$ cat src/rtl/rvsoc_mmio_pkg.sv
// Shared definitions for the memory-mapped UART transmitter: register offsets,
// STATUS bit positions and the transmit FSM states.
package rvsoc_mmio_pkg;

  localparam logic [2:0] UART_TXDATA_OFS = 3'd0;
  localparam logic [2:0] UART_STATUS_OFS = 3'd4;

  localparam int ST_FULL  = 0;
  localparam int ST_EMPTY = 1;
  localparam int ST_BUSY  = 2;
  localparam int ST_OVF   = 3;

  typedef enum logic [1:0] {
    S_IDLE,
    S_START,
    S_DATA,
    S_STOP
  } uart_tx_state_t;

endpackage

$ cat src/rtl/mmio_uart_tx_byte_fifo.sv
// Circular byte FIFO with a show-ahead head. A push into a full FIFO is still
// accepted when a pop happens in the same cycle.
module byte_fifo #(
  parameter int DEPTH = 8
) (
  input  logic                     clk,
  input  logic                     rst_n,
  input  logic                     push,
  input  logic                     pop,
  input  logic [7:0]               din,
  output logic [7:0]               dout,
  output logic                     full,
  output logic                     empty,
  output logic [$clog2(DEPTH):0]   count
);

  localparam int AW = $clog2(DEPTH);

  logic [DEPTH-1:0][7:0] mem_q;
  logic [AW-1:0]         wr_ptr_q, wr_ptr_d, rd_ptr_q, rd_ptr_d;
  logic [AW:0]           count_q, count_d;
  logic                  do_push, do_pop;

  assign full    = (count_q == (AW+1)'(DEPTH));
  assign empty   = (count_q == '0);
  assign count   = count_q;
  assign dout    = mem_q[rd_ptr_q];
  assign do_pop  = pop & ~empty;
  assign do_push = push & (~full | do_pop);

  always_comb begin
    wr_ptr_d = wr_ptr_q;
    rd_ptr_d = rd_ptr_q;
    count_d  = count_q;
    if (do_push) wr_ptr_d = wr_ptr_q + 1'b1;
    if (do_pop)  rd_ptr_d = rd_ptr_q + 1'b1;
    if (do_push && !do_pop)      count_d = count_q + 1'b1;
    else if (do_pop && !do_push) count_d = count_q - 1'b1;
  end

  always_ff @(posedge clk or negedge rst_n) begin
    if (!rst_n) begin
      wr_ptr_q <= '0;
      rd_ptr_q <= '0;
      count_q  <= '0;
    end else begin
      wr_ptr_q <= wr_ptr_d;
      rd_ptr_q <= rd_ptr_d;
      count_q  <= count_d;
    end
  end

  // Storage needs no reset: entries are only read once count covers them.
  always_ff @(posedge clk) begin
    if (do_push) mem_q[wr_ptr_q] <= din;
  end

endmodule

$ cat src/rtl/mmio_uart_tx.sv
// UART transmitter on the data-memory bus: TXDATA pushes a byte into the FIFO,
// STATUS reports {ovf, busy, empty, full}; bytes leave 8N1, LSB first, on tx.
module mmio_uart_tx
  import rvsoc_mmio_pkg::*;
#(
  parameter int          CLK_DIV    = 16,
  parameter int          FIFO_DEPTH = 8,
  parameter logic [31:0] BASE_ADDR  = 32'hFFFF_0000
) (
  input  logic        clk,
  input  logic        rst_n,
  input  logic [31:0] Addr,
  input  logic [31:0] DataW,
  input  logic        MemRW,
  input  logic [1:0]  LenSel,
  output logic        sel,
  output logic [31:0] DataR,
  output logic        tx
);

  localparam int             BW     = $clog2(CLK_DIV);
  localparam logic [BW-1:0]  DIV_M1 = BW'(CLK_DIV - 1);

  uart_tx_state_t          state_q, state_d;
  logic [BW-1:0]           baud_q, baud_d;
  logic [7:0]              shift_q, shift_d;
  logic [2:0]              idx_q, idx_d;
  logic                    ovf_q, ovf_d;
  logic                    tx_q, tx_d;
  logic                    push_req, clr_ovf, pop;
  logic                    fifo_full, fifo_empty;
  logic [7:0]              fifo_dout;
  logic [$clog2(FIFO_DEPTH):0] fifo_count;
  logic [3:0]              status;
  logic                    unused_ok;

  assign unused_ok = ^{LenSel, DataW[31:8], DataW[2:0], Addr[1:0], fifo_count};

  assign sel      = (Addr[31:3] == BASE_ADDR[31:3]);
  assign push_req = MemRW & sel & (Addr[2] == UART_TXDATA_OFS[2]);
  assign clr_ovf  = MemRW & sel & (Addr[2] == UART_STATUS_OFS[2]) & DataW[ST_OVF];

  always_comb begin
    status           = '0;
    status[ST_FULL]  = fifo_full;
    status[ST_EMPTY] = fifo_empty;
    status[ST_BUSY]  = (state_q != S_IDLE);
    status[ST_OVF]   = ovf_q;
  end

  assign DataR = (sel && Addr[2] == UART_STATUS_OFS[2]) ? {28'b0, status} : 32'b0;
  assign tx    = tx_q;

  byte_fifo #(.DEPTH(FIFO_DEPTH)) u_fifo (
    .clk   (clk),
    .rst_n (rst_n),
    .push  (push_req),
    .pop   (pop),
    .din   (DataW[7:0]),
    .dout  (fifo_dout),
    .full  (fifo_full),
    .empty (fifo_empty),
    .count (fifo_count)
  );

  // A dropped byte sets ovf even when software clears it in the same cycle.
  always_comb begin
    ovf_d = ovf_q;
    if (clr_ovf)                           ovf_d = 1'b0;
    if (push_req && fifo_full && !pop)     ovf_d = 1'b1;
  end

  always_comb begin
    state_d = state_q;
    baud_d  = baud_q;
    shift_d = shift_q;
    idx_d   = idx_q;
    pop     = 1'b0;
    case (state_q)
      S_IDLE: begin
        if (!fifo_empty) begin
          pop     = 1'b1;
          shift_d = fifo_dout;
          baud_d  = DIV_M1;
          state_d = S_START;
        end
      end
      S_START: begin
        if (baud_q == '0) begin
          baud_d  = DIV_M1;
          idx_d   = '0;
          state_d = S_DATA;
        end else baud_d = baud_q - 1'b1;
      end
      S_DATA: begin
        if (baud_q == '0) begin
          baud_d  = DIV_M1;
          shift_d = shift_q >> 1;
          idx_d   = idx_q + 1'b1;
          if (idx_q == 3'd7) state_d = S_STOP;
        end else baud_d = baud_q - 1'b1;
      end
      S_STOP: begin
        if (baud_q == '0) begin
          baud_d = DIV_M1;
          if (!fifo_empty) begin
            pop     = 1'b1;
            shift_d = fifo_dout;
            state_d = S_START;
          end else state_d = S_IDLE;
        end else baud_d = baud_q - 1'b1;
      end
      default: state_d = S_IDLE;
    endcase
    // tx is registered from the next state so the line changes on the transition edge.
    case (state_d)
      S_START: tx_d = 1'b0;
      S_DATA:  tx_d = shift_d[0];
      default: tx_d = 1'b1;
    endcase
  end

  always_ff @(posedge clk or negedge rst_n) begin
    if (!rst_n) begin
      state_q <= S_IDLE;
      baud_q  <= '0;
      shift_q <= '0;
      idx_q   <= '0;
      ovf_q   <= 1'b0;
      tx_q    <= 1'b1;
    end else begin
      state_q <= state_d;
      baud_q  <= baud_d;
      shift_q <= shift_d;
      idx_q   <= idx_d;
      ovf_q   <= ovf_d;
      tx_q    <= tx_d;
    end
  end

endmodule

$ cat config.mk
export PLATFORM = sky130hd
export DESIGN_NAME = mmio_uart_tx
export DESIGN_NICKNAME = d
export VERILOG_FILES = /design/src/rtl/rvsoc_mmio_pkg.sv /design/src/rtl/mmio_uart_tx_byte_fifo.sv /design/src/rtl/mmio_uart_tx.sv
export SDC_FILE = /design/constraint.sdc
export NUM_CORES = 1
export LEC_CHECK = 0
export CAP_MARGIN = 10
export CORE_ASPECT_RATIO = 0.8
export CORE_UTILIZATION = 43
export DETAILED_ROUTE_END_ITERATION = 12
export DONT_BUFFER_PORTS = 1
export PLACE_DENSITY_LB_ADDON = 0.2
export SYNTH_ARGS = -nofsm -noshare
export SYNTH_HDL_FRONTEND = slang
export SYNTH_SLANG_ARGS = --single-unit
$ cat constraint.sdc
create_clock -name clk -period 7.1 [get_ports clk]
set_input_delay 0.355 -clock clk [delete_from_list [all_inputs] [get_ports clk]]
set_output_delay 0.355 -clock clk [all_outputs]
set_load 0.005 [all_outputs]
==> results of run 1 <==
## power by group
| part | total [mW] | leakage, nW | switching [mW] | internal, mW |
|---|---|---|---|---|
| logic | 0.00998 | 0.706 | 0.00761 | 0.00237 |
| registers | 0.580 | 0.911 | 0.00000000341 | 0.580 |
| clock network | 0.453 | 0.140 | 0.211 | 0.243 |
| total | 1.04 | 1.76 | 0.218 | 0.826 |
## registers in the layout, summed over array words and instances, names as in the netlist
signal,cells
tx,1
state_q,2
u_fifo.mem_q,64
ovf_q,1
shift_q,8
u_fifo.rd_ptr_q,3
baud_q,4
u_fifo.wr_ptr_q,3
u_fifo.count,4
idx_q,3
## synth_stat cells, drive strengths merged, types with 4 or more instances
cell type   n
edfxtp     64
nor4b       6
nor3        8
nor4        6
buf        37
a221o       7
mux2i       8
xnor2       7
inv        11
ha         14
a21oi       9
nor2       17
dfrtp      28
nand2      10
nand4       4
mux4       16
o21ai       5
## cell families after synthesis
family	count (synthesis)	synth area share
AO/OA/AOI/OAI	37	0.0636
XOR/XNOR	8	0.0159
AND/OR/NAND/NOR	68	0.0965
buffers and inverters	49	0.0704
adder cells (fa/ha/maj)	15	0.0443
multiplexers	27	0.108
other	1	0.000851
flip-flops	93	0.601
## per-stage QoR
stage / power [mW] / util / cells / cell area (um2) / worst slack (ns)
floorplan: 0.608 / - / 325 / 4510 / 4.21
global placement: 0.597 / 0.458 / 431 / 4490 / 3.79
detailed placement: 0.597 / 0.458 / 431 / 4490 / 3.76
CTS: 1.06 / 0.490 / 449 / 4810 / 3.74
global route: 1.08 / 0.490 / 449 / 4810 / 3.45
finish: 1.04 / 0.490 / 449 / 4810 / 3.75
## final timing paths
kind | endpoint | from | slack (ns)
worst max-delay path | u_fifo.count[3]$_DFFE_PN0P_ | baud_q[0]$_DFFE_PN0P_ | 3.75
worst min-delay path | u_fifo.mem_q[62]$_DFFE_PP_ | DataW[6] | 0.11
worst max register to register | u_fifo.count[3]$_DFFE_PN0P_ | baud_q[0]$_DFFE_PN0P_ | 3.75
worst min register to register | idx_q[0]$_DFFE_PN0P_ | idx_q[0]$_DFFE_PN0P_ | 0.49
max in group asynchronous | tx$_DFF_PN1_ | rst_n | 6.42
min in group asynchronous | u_fifo.count[1]$_DFFE_PN0P_ | rst_n | 0.45
## metal layers
metal | vias up | wire (um)
li1 | 1103 | -
met4 | 0 | 103
met5 | - | 0
met3 | 9 | 190
met2 | 61 | 3470
met1 | 1186 | 3730
## worst max-delay path, cell delays in order (launching register included)
cell and delay (ns):
dfrtp_1 0.41, inv_1 0.09, ha_1 0.17, nor3b_4 0.39, a21oi_2 0.18, o21ai_1 0.29, nand3_2 0.33, inv_1 0.13
ha_1 0.18, inv_1 0.09, ha_1 0.28, a21o_1 0.17, a21oi_1 0.17, xnor2_1 0.13, nor2_1 0.06, xor2_1 0.14
## final cells by class
| class | instances | area share |
|---|---|---|
| well taps | 136 | 0.0354 |
| inverters | 11 | 0.00859 |
| clock buffers | 9 | 0.0469 |
| clock inverters | 7 | 0.0120 |
| multi-input cells | 183 | 0.327 |
| repair buffers | 10 | 0.0187 |
| flip-flops and latches | 93 | 0.551 |
## what timing repair did
action,4_1_cts,5_1_grt
buffers inserted,0,0
hold buffers,2,0
hold endpoints to repair,29,0
==> out/qor.yml, run 1 <==
clock-sinks: 93
peakVddDrop_v: 0.000126
rsz0062_at_grt: "false"
track_usage: 0.155
fin_tns_setup_ns: 0
drtPass1Iterations: 4
synth-edff-count: 64
synth_ff_type: "edfxtp_1"
grt_pass1_vias: 2293
clkTransAtPathRegs_ns: 0.07
met3_usage: 0.0321
gp_congestion: 0.739
clock.fmax_mhz: 299
die-area_um2: 10700
mostFrequentLayoutCells: "64 x edfxtp_1, 28 x conb_1, 28 x dfrtp_1, 17 x nor2_1, 16 x mux4_2"
die_y_um: 92.6
die_w_um: 115
dp_hpwl_um: 5230
skew_ns: 0.00802
p_leak_nw: 1.76
path_max_fanout: 11
synth_top_area_frac: 0.436
grtUsageMet2: 0.229
relSlewSlack: 0.434
ant_nets: 0
finalSetupViolations: 0
portBuffers: 0
cp-end-kind: "flop"
ys_warn_count: 0
antenna_found_initial: 0
startpoint_type: "flop"
seqCellArea_um2: 2650
yosys.area.top_type: "edfxtp_1"
fin_crit_ns: 3.35
period_share: 0.472
finalMaxSlewViolations: 0
start_util: 0.449
post_drt_wl_per_cell_um: 16.7
routed_wl_um: 7490
layout_commonest_cell: "edfxtp_1"
drive_gt1_frac: 0.211
async_flop_share: 0.312
cp_data_required_time_ns: 7.32
ys_types: 54
outcome: "completed"
route.detailed.drc: 0
ys_seq_area_frac: 0.601
syn_to_final_growth_pct: 9.05
avgSynthCellArea_um2: 14.8
multiInputGateArea_um2: 1570
clk_latency_ns: 0.34
ctsHtreeMaxLevel: 3
crit_type: "reg -> reg"
maxCapViolations: 0
clk_path_buf_depth: 2
post_cts_resized: 0
grt-ovfl-total: 0
grt_pass1_wl_um: 12200
core_um2: 9810
busiest_layer: "met2"
cp.arrival_ns: 3.57
tritoncts: "built"
grt_max_degree: 30
std_cell_rows: 32
num_vias: 2359
nets: 392
root_buffer: "clkbuf_16"
tightest_slew_ns: 0.849
whs_ns: 0.106
hold_depth: 0
reg2reg_depth: 15
synth-seq-cells: 93
drt-initial-drc-count: 111
min_path_type: "in -> reg"
power.density_nw_per_um2: 217
syn_inst: 298
vias_per_cell: 5.25
syn_area_um2: 4410
num_io_pins: 103
hold_violations: 0
numCtsBuffers: 9
grt_use_met1: 0.227
synthTopCellsByArea: "edfxtp_1 44%, dfrtp_1 16%, mux4_2 8.2%, buf_4 4.8%, ha_1 4.0%"
antennaDiodeCount: 0
fill_cells: 867
Note: power is estimated with default switching activity, not from simulation.
==> run 2, diff against run 1 <==
ABC_AREA = 1   (was not set)
clock period = 3 ns   (was 7.1 ns; I/O delays follow)
==> run 2 against run 1 <==
Design area increased by 9.0%. First-iteration DRC count is 130% higher. Register-to-register slack got worse by 3.5 ns. Critical path depth increased by 3. Hold slack better by 0.015 ns. Synthesized area increased by 7.4%. Critical path type unchanged. Largest cell class unchanged.
==> out/qor.yml, run 2 <==
outcome: "completed"
maxCapViolations: 0
synthTopCellsByArea: "edfxtp_1 41%, dfrtp_1 15%, nand2_1 9.7%, nor2_1 5.2%, buf_4 4.8%"
ys_warn_count: 0
vias_per_cell: 4.93
yosys.area.top_type: "edfxtp_1"
crit_path_top_delay_cell: "dfrtp_1"
cp.arrival_ns: 2.97
min_path_type: "in -> reg"
period_share: 0.914
finalSetupViolations: 0
drtPass1Iterations: 4
clkTransAtPathRegs_ns: 0.07
numCtsBuffers: 9
route.detailed.drc: 0
synth_common_cells: "122 x nand2_1, 66 x nor2_1, 64 x edfxtp_1, 40 x inv_1, 36 x o21ai_0"
start_util: 0.451
grt_max_degree: 34
ys_seq_area_frac: 0.560
syn_to_final_growth_pct: 10.7
pwr-share-comb: 0.018
clockPowerShare: 0.446
grt_pass1_wl_um: 15700
p_sw_frac: 0.204
clock.fmax_mhz: 365
whs_ns: 0.121
syn_inst: 498
power.density_nw_per_um2: 490
ant_nets: 0
critPathMaxStageDelay_ns: 0.36
core_um2: 10500
place_area_um2: 4810
dp_hpwl_um: 6210
syn_area_um2: 4730
clk_latency_ns: 0.34
largest_reg_flops: 64
portBuffers: 0
tritoncts: "built"
synth-seq-cells: 93
grt-ovfl-total: 0
num_io_pins: 103
p_sw_uw: 523
mostFrequentLayoutCells: "122 x nand2_1, 66 x nor2_1, 64 x edfxtp_1, 40 x inv_1, 36 x o21ai_0"
rsz0062_at_grt: "false"
async_flop_share: 0.312
crit_type: "reg -> reg"
antenna_found_initial: 0
synth-edff-count: 64
peakVddDrop_v: 0.000289
synth_ff_type: "edfxtp_1"
die_y_um: 95.8
root_buffer: "clkbuf_16"
p_leak_nw: 2.26
utilization: 0.500
ys_types: 38
die_w_um: 119
grt_pass1_vias: 3165
internal_power_mw: 2.04
avgSynthCellArea_um2: 9.50
final_cells: 664
finalMaxSlewViolations: 0
gp_congestion: 0.799
top_register: "u_fifo.mem_q"
cp_data_required_time_ns: 3.23
fin_tns_setup_ns: 0
tightest_slew_ns: 0.594
post_drt_wl_per_cell_um: 14.3
cp-end-kind: "flop"
yosysMostFrequentCell: "nand2_1"
reg2reg_depth: 18
reg.largest.list: "u_fifo.mem_q (64), shift_q (8)"
relSlewSlack: 0.603
routed_wl_um: 9530
path_cells: "inv_1 -> ha_1 -> nand3_4 -> o21ai_4 -> nand3b_4 -> nand2_4 -> nand2_4 -> clkinv_2 -> ha_1 -> inv_1 -> ha_1 -> nand2_1 -> nand2_1 -> a21oi_1 -> nor2_1 -> nor2_1 -> nand2_1 -> xor2_1"
p_seq_frac: 0.535
drt-initial-drc-count: 253
layout_commonest_cell: "nand2_1"
placed_cells: 636
path_max_fanout: 7
fin_crit_ns: 2.74
drive_gt1_frac: 0.0992
nets: 603
hold_violations: 0
design_area_um2: 5240
clock-sinks: 93
synth_top_area_frac: 0.406
die-area_um2: 11400
startpoint_type: "flop"
num_vias: 3275
hold_depth: 3
antennaDiodeCount: 0
skew_ns: 0.00791
ctsHtreeMaxLevel: 3
std_cell_rows: 33
clk_path_buf_depth: 2
track_usage: 0.183
==> run 2: changes by cell type after synthesis, moves of 6 or more <==
cell / change
nor2_2: +7
inv_1: +29
mux4_2: -16
nor3_1: -6
o21ai_1: +11
o21ai_0: +32
mux2i_1: -8
nand3_1: +23
nand2_1: +112
nor2_1: +49
==> run 2: kinds of logic after synthesis <==
family,synth area share
other cells,0.000792
xor+xnor,0.00925
flops,0.560
simple gates,0.219
fa+ha+maj,0.0412
mux,0.00238
compound gates,0.0753
buf+inv,0.0928
==> run 2: metrics by stage <==
step / power (mW) / setup slack, ns
final: 2.57 / 0.257
after global routing: 2.65 / 0.0157
after CTS: 2.59 / 0.178
after detailed placement: 1.42 / 0.199
after global placement: 1.42 / 0.239
after floorplan: 1.44 / 0.484
==> run 2: worst max-delay path, delay by kind of cell (launching register included) <==
kind	cells	cell delay (ns)
AND/OR/NAND/NOR	9	0.78
AO/OA/AOI/OAI	2	0.38
flip-flops	1	0.36
buffers and inverters	3	0.27
XOR/XNOR	1	0.14
adder cells (fa/ha/maj)	3	0.70
==> run 2: path summary, 6_finish.rpt <==
kind                                            start                          end  slack [ns]
min in group asynchronous                       rst_n            ovf_q$_DFFE_PN0P_        0.29
worst min-delay path                          Addr[2]            ovf_q$_DFFE_PN0P_        0.12
worst max-delay path            baud_q[0]$_DFFE_PN0P_  u_fifo.count[3]$_DFFE_PN0P_        0.26
worst max register to register  baud_q[0]$_DFFE_PN0P_  u_fifo.count[3]$_DFFE_PN0P_        0.26
max in group asynchronous                       rst_n                 tx$_DFF_PN1_        2.48
worst min register to register  baud_q[3]$_DFFE_PN0P_        baud_q[3]$_DFFE_PN0P_        0.51
==> run 2: timing repair <==
action,4_1_cts,5_1_grt
buffers inserted,0,1
hold endpoints to repair,94,0
gates resized for setup,0,1
hold buffers,11,0
endpoints found under the setup margin,0,1
==> run 2: area by class of cell <==
| type | count | area (um2) |
|---|---|---|
| clock buffers | 10 | 229 |
| clock inverters | 6 | 70.1 |
| fillers | 970 | 5250 |
| inverters | 46 | 174 |
| multi-input cells | 348 | 1750 |
| flip-flops and latches | 93 | 2650 |
| well taps | 140 | 175 |
| repair buffers | 21 | 195 |
==> run 2: power groups by stage <==
stage / combinational, mW / clock [mW] / sequential, mW
2_1_floorplan: 0.0407 / 0 / 1.40
3_3_place_gp: 0.0146 / 0 / 1.40
3_5_place_dp: 0.0148 / 0 / 1.40
4_1_cts: 0.0473 / 1.17 / 1.37
5_1_grt: 0.0548 / 1.22 / 1.37
6_report: 0.0470 / 1.14 / 1.37
==> run 2: routing by layer <==
layer  up-vias  share of wire  GRT usage
met5         -              0          0
met4         0          0.012     0.0563
met3        11          0.055     0.0421
met2       113           0.46      0.310
met1      1529           0.47      0.235
li1       1622              -          -
==> run 3, diff against run 2 <==
CTS_CLUSTER_SIZE = 16   (was not set)
SETUP_SLACK_MARGIN = 0.3   (was not set)
==> run 3 against run 2 <==
Wire length is 1.4% higher. Sequential power hardly changed. Clock skew decreased by 0.0011 ns. Fmax up 9.4%. Setup slack gained 0.23 ns.
==> out/qor.yml, run 3 (same netlist as run 2, synthesis figures left out) <==
finalSetupViolations: 0
reg.largest.list: "u_fifo.mem_q (64), shift_q (8)"
core_um2: 10500
die_w_um: 119
num_io_pins: 103
cp-end-kind: "flop"
dp_hpwl_um: 6210
maxCapViolations: 0
period_share: 0.836
fin_crit_ns: 2.51
grt_pass1_wl_um: 15700
grt_pass1_vias: 3181
clk_latency_ns: 0.34
antennaDiodeCount: 0
rsz0062_at_grt: "false"
final_cells: 670
ant_nets: 0
post_drt_wl_per_cell_um: 14.4
clkTransAtPathRegs_ns: 0.07
peakVddDrop_v: 0.000289
clock.fmax_mhz: 399
tritoncts: "built"
cp.arrival_ns: 2.73
numCtsBuffers: 9
hold_violations: 0
finalMaxSlewViolations: 0
antenna_found_initial: 0
drt-initial-drc-count: 219
drtPass1Iterations: 5
largest_reg_flops: 64
layout_commonest_cell: "nand2_1"
p_leak_nw: 2.28
path_max_fanout: 7
root_buffer: "clkbuf_16"
ctsHtreeMaxLevel: 3
syn_to_final_growth_pct: 12.3
top_register: "u_fifo.mem_q"
route.detailed.drc: 0
outcome: "completed"
nets: 609
start_util: 0.451
placed_cells: 636
startpoint_type: "flop"
mostFrequentLayoutCells: "122 x nand2_1, 66 x nor2_1, 64 x edfxtp_1, 36 x inv_1, 36 x o21ai_0"
track_usage: 0.183
die-area_um2: 11400
std_cell_rows: 33
cp_data_required_time_ns: 3.23
drive_gt1_frac: 0.125
die_y_um: 95.8
vias_per_cell: 4.94
tightest_slew_ns: 0.579
gp_congestion: 0.799
clk_path_buf_depth: 2
crit_type: "reg -> reg"
min_path_type: "in -> reg"
num_vias: 3309
grt_max_degree: 34
routed_wl_um: 9660
grt-ovfl-total: 0
fin_tns_setup_ns: 0
relSlewSlack: 0.614
clock-sinks: 93
power.density_nw_per_um2: 482
portBuffers: 0
skew_ns: 0.00676
-- run 3: final cells by class --
class                           count  area [um2]
Sequential cell                    93        2650
Multi-Input combinational cell    348        1780
Inverter                           46         175
Timing Repair Buffer               27         240
Clock buffer                       10         229
Tap cell                          140         175
Fill cell                         966        5170
Clock inverter                      6        70.1
-- run 3: routing by layer --
layer | GRT usage | vias to the layer above | routed length, um
met3 | 0.0421 | 11 | 564
li1 | - | 1636 | -
met1 | 0.235 | 1537 | 4460
met2 | 0.312 | 125 | 4520
met5 | 0 | - | 0
met4 | 0.0563 | 0 | 118
-- run 3: report_power, final --
group	switching, mW	total (mW)	leakage, nW	internal, mW
combinational	0.0321	0.0470	1.22	0.0149
clock	0.491	1.14	0.147	0.654
sequential	0.00000000623	1.37	0.911	1.37
-- run 3: worst max-delay path, stage by stage (launching register included) --
cell and delay [ns]:
dfrtp_1 0.38, inv_2 0.09, ha_4 0.15, nand3_4 0.10, o21ai_4 0.19, nand3b_4 0.14
nand2_4 0.11, nand2_4 0.07, inv_4 0.08, ha_4 0.14, inv_1 0.07, ha_1 0.28
nand2_1 0.07, nand2_1 0.05, a21oi_2 0.13, nor2_1 0.05, nor2_1 0.08, nand2_1 0.06
xor2_1 0.14
-- run 3: stage by stage --
| step | utilization | hold WS (ns) | total power [mW] | area [um2] | setup WS (ns) |
|---|---|---|---|---|---|
| after floorplan | - | -0.146 | 1.44 | 4830 | 0.484 |
| after global placement | 0.459 | -0.144 | 1.42 | 4810 | 0.239 |
| after detailed placement | 0.459 | -0.144 | 1.42 | 4810 | 0.199 |
| after CTS | 0.502 | 0.117 | 2.59 | 5260 | 0.303 |
| after global routing | 0.507 | 0.160 | 2.65 | 5320 | 0.290 |
| final | 0.507 | 0.119 | 2.56 | 5320 | 0.492 |
-- run 3: timing repair --
action,CTS,global route
hold buffers,11,0
buffers inserted,2,5
setup endpoints to repair,1,1
pin swaps,2,3
endpoints found under the hold margin,94,0
resized for setup,3,9
-- run 3: final timing paths --
| kind | slack [ns] | startpoint | depth (start not counted) | endpoint |
|---|---|---|---|---|
| max | 0.49 | baud_q[1]$_DFFE_PN0P_ | 18 | u_fifo.count[3]$_DFFE_PN0P_ |
| min | 0.12 | Addr[2] | 3 | ovf_q$_DFFE_PN0P_ |
| max reg2reg | 0.49 | baud_q[1]$_DFFE_PN0P_ | 18 | u_fifo.count[3]$_DFFE_PN0P_ |
| min reg2reg | 0.51 | baud_q[3]$_DFFE_PN0P_ | 1 | baud_q[3]$_DFFE_PN0P_ |
| max in group asynchronous | 2.48 | rst_n | 2 | tx$_DFF_PN1_ |
| min in group asynchronous | 0.28 | rst_n | 2 | ovf_q$_DFFE_PN0P_ |
